## config.mk

```make
export PLATFORM = sky130hd
export DESIGN_NAME = rf_rd_arb
export DESIGN_NICKNAME = d
export VERILOG_FILES = /design/src/rtl/rf_rd_arb.sv
export SDC_FILE = /design/constraint.sdc
export NUM_CORES = 1
export LEC_CHECK = 0
export CORE_MARGIN = 1.5
export CORE_UTILIZATION = 25
export DETAILED_ROUTE_END_ITERATION = 8
export PLACE_DENSITY_LB_ADDON = 0.3
export SLEW_MARGIN = 0
export SYNTH_ARGS = -nofsm -noshare
export SYNTH_HDL_FRONTEND = slang
export SYNTH_SLANG_ARGS = --single-unit
```

## constraint.sdc

```tcl
create_clock -name clk -period 5.86 [get_ports clk]
set_input_delay 1.465 -clock clk [delete_from_list [all_inputs] [get_ports clk]]
set_output_delay 1.465 -clock clk [all_outputs]
set_load 0.03 [all_outputs]
```

## src/rtl/rf_rd_arb.sv

```systemverilog
// rf_rd_arb
//   Round-robin arbiter sharing the single read port of a flop-output
//   register file among R read requesters. It also passes the write port
//   straight through to the register file.
//
//   Read path:
//     - A grant drives rf_ren/rf_ra.
//     - The registered rf_rdata comes back one cycle later as the response.
//     - rsp_id identifies the requester that the response belongs to.
//   Write path:
//     - Purely combinational pass-through.
//     - A read and a write to the same address in the same cycle return the
//       old data, because there is no forwarding.
//
// Ports
//   clk, rst            clock, asynchronous active-high reset
//   req_valid/ready     per-requester read handshake (ready is one-hot or 0)
//   req_addr            per-requester read address
//   rsp_valid/ready     response handshake, full backpressure
//   rsp_id, rsp_data    requester index and read data of the response
//   wr_valid/addr/data  write request, always accepted
//   rf_*                register file port (ra/ren read, wa/wen/wdata write,
//                       rdata registered and held while ren=0)
module rf_rd_arb #(
  parameter  int W  = 32,
  parameter  int N  = 8,
  parameter  int R  = 4,
  localparam int AW = $clog2(N),
  localparam int IW = $clog2(R)
) (
  input  logic                  clk,
  input  logic                  rst,
  input  logic [R-1:0]          req_valid,
  input  logic [R-1:0][AW-1:0]  req_addr,
  output logic [R-1:0]          req_ready,
  output logic                  rsp_valid,
  output logic [IW-1:0]         rsp_id,
  output logic [W-1:0]          rsp_data,
  input  logic                  rsp_ready,
  input  logic                  wr_valid,
  input  logic [AW-1:0]         wr_addr,
  input  logic [W-1:0]          wr_data,
  output logic [AW-1:0]         rf_ra,
  output logic                  rf_ren,
  input  logic [W-1:0]          rf_rdata,
  output logic [AW-1:0]         rf_wa,
  output logic                  rf_wen,
  output logic [W-1:0]          rf_wdata
);

  logic          rsp_valid_q, rsp_valid_d;
  logic [IW-1:0] rsp_id_q,    rsp_id_d;
  logic [IW-1:0] ptr_q,       ptr_d;

  logic          can_issue;
  logic          gnt_any;
  logic [IW-1:0] gnt_idx;
  logic [IW:0]   scan_idx;

  // A stalled response blocks new grants, so that rf_rdata, which is held
  // while ren=0, keeps the stalled data stable. Reset also masks grants.
  assign can_issue = (!rsp_valid_q || rsp_ready) && !rst;

  // Rotating priority scan: offset 0 is ptr. The first valid requester wins.
  always_comb begin
    gnt_any  = 1'b0;
    gnt_idx  = '0;
    scan_idx = '0;
    for (int k = 0; k < R; k++) begin
      scan_idx = {1'b0, ptr_q} + (IW+1)'(k);
      if (scan_idx >= (IW+1)'(R)) scan_idx = scan_idx - (IW+1)'(R);
      if (can_issue && !gnt_any && req_valid[scan_idx[IW-1:0]]) begin
        gnt_any = 1'b1;
        gnt_idx = scan_idx[IW-1:0];
      end
    end
  end

  always_comb begin
    rsp_valid_d = rsp_valid_q;
    rsp_id_d    = rsp_id_q;
    ptr_d       = ptr_q;
    if (gnt_any) begin
      rsp_valid_d = 1'b1;
      rsp_id_d    = gnt_idx;
      ptr_d       = (gnt_idx == IW'(R-1)) ? '0 : gnt_idx + IW'(1);
    end else if (rsp_ready) begin
      rsp_valid_d = 1'b0;
    end
  end

  always_ff @(posedge clk or posedge rst) begin
    if (rst) begin
      rsp_valid_q <= 1'b0;
      rsp_id_q    <= '0;
      ptr_q       <= '0;
    end else begin
      rsp_valid_q <= rsp_valid_d;
      rsp_id_q    <= rsp_id_d;
      ptr_q       <= ptr_d;
    end
  end

  assign req_ready = gnt_any ? ({{(R-1){1'b0}}, 1'b1} << gnt_idx) : '0;
  assign rf_ren    = gnt_any;
  assign rf_ra     = gnt_any ? req_addr[gnt_idx] : '0;

  assign rsp_valid = rsp_valid_q;
  assign rsp_id    = rsp_id_q;
  assign rsp_data  = rf_rdata;

  assign rf_wen    = wr_valid;
  assign rf_wa     = wr_addr;
  assign rf_wdata  = wr_data;

endmodule

```

==> metrics.sh <==
NETLIST_AREA_SQ_UM=1060
SYNTH.AVG_CELL_AREA_SQ_UM=8.11
MAX_SLEW_MARGIN=0.541
IRDROPWORSTVDD_uV=82.0
PWR_DENSITY_CELL_nW_PER_UM2=288
SYNTHDISTINCTLIBCELLS=30
FIN_WORST_SKEW_NS=0.00344
TIMING.CRITICAL_PATH.BUF_INV=2
WORSTSKEWPAIRLATENCY_NS=0.22
DP_HPWL_MICRONS=1920
INITIAL_UTILIZATION=0.264
GRT_ANTENNA_BEFORE_REPAIR=0
CTS_TREE='done'
GRT_SETUP_UNREPAIRED='no'
FINAL_MIN_PERIOD_OVER_CLOCK_PERIOD=0.947
POST_CTS_RESIZE_COUNT=0
LAYOUT_FILLER_CELL_COUNT=439
YOSYS_REGISTER_BITS=5
SYNTH_FP_NETS=222
FINALSETUPVIOLCOUNT=0
FIRST_GLOBAL_VIAS=647
EDFF_COUNT_SYNTH=0
CRITPATHMOSTFREQUENTCELL='clkdlybuf4s50_1'
PLACE_CONGESTION=0.637
CTSROOTBUFFERMASTER='clkbuf_8'
CTS-ROOT-TO-SINK-BUFFERS=2
WORST-ENDPOINT-ARRIVAL_NS=4.08
DETAILEDROUTE.FIRSTITERATIONVIOLATIONS=8
TIMING_MAX_TRANSITION_VIOLATIONS_FINAL=0
POWER_mW=0.272
HTREEDEPTH=1
DIE_AREA_SQ_UM=4650
ANT_NETS=0
YOSYSWARNINGS=0
CRIT_PATH_START_KIND='primary input'
SETUP_TNS_NS=0
IO_BUFFERS=29
CRIT_PATH_END_KIND='primary output'
HOLD_VIOLATIONS=0
NUMBER_OF_CLOCK_SINKS=5
ROUTED_WIRELENGTH_MICRONS=2320
MAX_SLEW.WORST_PIN.SLEW_NS=0.688
CRITICAL_PATH_PEAK_FANOUT=8
DESIGN.CORE.AREA_SQ_UM=4030
YOSYS_MOST_USED_DFF='dfrtp_1'
WL_PER_CELL_MICRONS=16.0
CTS_MADE_BUFFERS=3
LAYOUT_MIN_CYCLE_TIME_NS=5.55
POST_ROUTE_CELLS_DRIVE_ABOVE_1_SHARE=0.105
SYN-INSTANCE-COUNT=131
GRT_PASS1_WL_MICRONS=3140
POWER.STATIC_LEAKAGE_nW=0.384
FMAX_GHz=0.180
RUN_STATUS='finished clean'
YS_SEQ_AREA_FRAC=0.118
IOS=166
GROUTE.USAGE.OVERALL=0.0903
SYNTH_TOP_CELL_BY_AREA='buf_4'
FLOORPLAN.DIE.HEIGHT_MICRONS=68.2
DIODES=0
SYNTH_TOP_CELLS_BY_COUNT='68 x buf_4, 8 x mux2i_1, 7 x inv_1, 5 x dfrtp_1'
POST_DRT_VIA_CELL_RATIO=4.54
GR-TOTAL-OVERFLOW=0
CATEGORY_OF_THE_MOST_CRITICAL_SETUP_PATH='in2out'
HOLD_PATH.CLASS='reg2reg'
CRITPATHMAXSTAGEDELAY_NS=0.71
NETLIST.AREA_LEADER.SHARE=0.481
FP.DIEW_MICRONS=68.2
CPMAXSTAGEDELAYCELL='clkdlybuf4s50_1'
SYNTHMOSTINSTANTIATEDCELL='buf_4'
NUMBER_OF_REMAINING_DRC_ERRORS=0
POST_SYNTH_MAIN_AREA_CONTRIBUTORS='buf_4 48%, dfrtp_1 12%, mux2i_1 7.5%'
ROUTE.VIAS.TOTAL=658
SYN2LAYOUT_AREA_GROWTH_PCT=-11.1
NNETSFINAL=187
ROW_COUNT=23
HOLD_BUFFERS=0
GRT_START_MAX_NET_PINS=12
MAX_CAP_VIOL_COUNT=0
DETAILEDROUTE.FIRSTPASSITERATIONCOUNT=4
CRITPATHTOPFAMILY='buffers and inverters'
TIMING.CRITICAL_PATH.CELLS='clkdlybuf4s50_1 -> and4bb_2 -> a211oi_1 -> o2111ai_1 -> nand2_1 -> o22ai_1 -> clkdlybuf4s50_1'
TIMING.CRITICAL_PATH.REQUIRED_NS=4.39
SYNTH_ASYNC_SR_FLOP_SHARE=1.00
POST_CTS_BUFFERS=0
CLKTRANSATPATHREGS_NS=0.03
report_power, final:
group	leakage (nW)	internal (mW)	switching (mW)
registers	0.0601	0.0463	0.0172
logic	0.301	0.0720	0.0721
clock network	0.0228	0.0468	0.0176
metrics by stage:
stage / utilization / hold slack [ns] / setup slack [ns] / instance area (sq um) / std cells
after floorplan: - / 0.595 / 1.46 / 1060 / 131
after global placement: 0.223 / 0.529 / 0.339 / 900 / 141
after detailed placement: 0.223 / 0.529 / 0.259 / 900 / 141
after CTS: 0.234 / 0.538 / 0.241 / 945 / 145
after global routing: 0.234 / 0.579 / 0.0865 / 945 / 145
final: 0.234 / 0.534 / 0.312 / 945 / 145
registers in the layout, indices dropped and copies added, names as in the netlist:
name and cells:
rsp_id 2, rsp_valid 1, ptr_q 2
placed cells by master, fill, tap and decap left out, drive strengths merged, types with 2 or more instances in the layout:
cell type	netlist	layout
a211oi	2	2
and2	4	4
buf	70	2
clkbuf	1	4
clkdlybuf4s50	0	29
dfrtp	5	5
ha	4	4
inv	7	7
mux2i	8	8
nand2	2	2
nand2b	2	2
nor2	3	3
nor2b	2	2
nor3	3	3
o211ai	2	2
o21ai	3	3
o22ai	3	3
worst register-to-register path: cells and delay by family (launching register included):
kind	cells	cell delay, ns
AO/OA/AOI/OAI	2	0.62
flip-flops	1	0.46
multiplexers	1	0.27
adder cells (fa/ha/maj)	1	0.30
buffers and inverters	1	0.15
AND/OR/NAND/NOR	1	0.33
routing by layer:
| layer | wire length [microns] | part of all wire | track usage |
|---|---|---|---|
| met5 | 0 | 0 | 0 |
| met4 | 53 | 0.023 | 0.0500 |
| met3 | 438 | 0.19 | 0.0592 |
| met2 | 1170 | 0.50 | 0.148 |
| met1 | 658 | 0.28 | 0.0851 |
layout make-up:
type                    instances  area [sq um]  share of cell area
multi-input cells              48           380               0.403
clock buffers                   4          45.0              0.0477
well taps                      50          62.6              0.0662
inverters                       7          26.3              0.0278
flip-flops and latches          5           125               0.132
repair buffers                 31           305               0.323
final timing paths:
path | from | to | slack, ns | cells past startpoint
max | req_valid[0] | rf_ra[2] | 0.31 | 7
min | rsp_id[1]$_DFFE_PP0P_ | rsp_id[1]$_DFFE_PP0P_ | 0.53 | 2
max reg2reg | ptr_q[1]$_DFFE_PP0P_ | ptr_q[1]$_DFFE_PP0P_ | 3.61 | 6
min reg2reg | rsp_id[1]$_DFFE_PP0P_ | rsp_id[1]$_DFFE_PP0P_ | 0.53 | 2
max in group asynchronous | rst | rsp_id[1]$_DFFE_PP0P_ | 4.16 | 2
min in group asynchronous | rst | rsp_valid$_DFFE_PP0P_ | 1.53 | 2
logic make-up (layout without fill, tap and decap cells):
| family | count (synthesis) | after routing | synth area share |
|---|---|---|---|
| buf+inv | 78 | 42 | 0.524 |
| flops | 5 | 5 | 0.118 |
| mux | 9 | 9 | 0.0860 |
| simple gates | 21 | 21 | 0.125 |
| fa+ha+maj | 4 | 4 | 0.0471 |
| compound gates | 14 | 14 | 0.100 |
No activity file was read; power rests on OpenSTA's default activity.
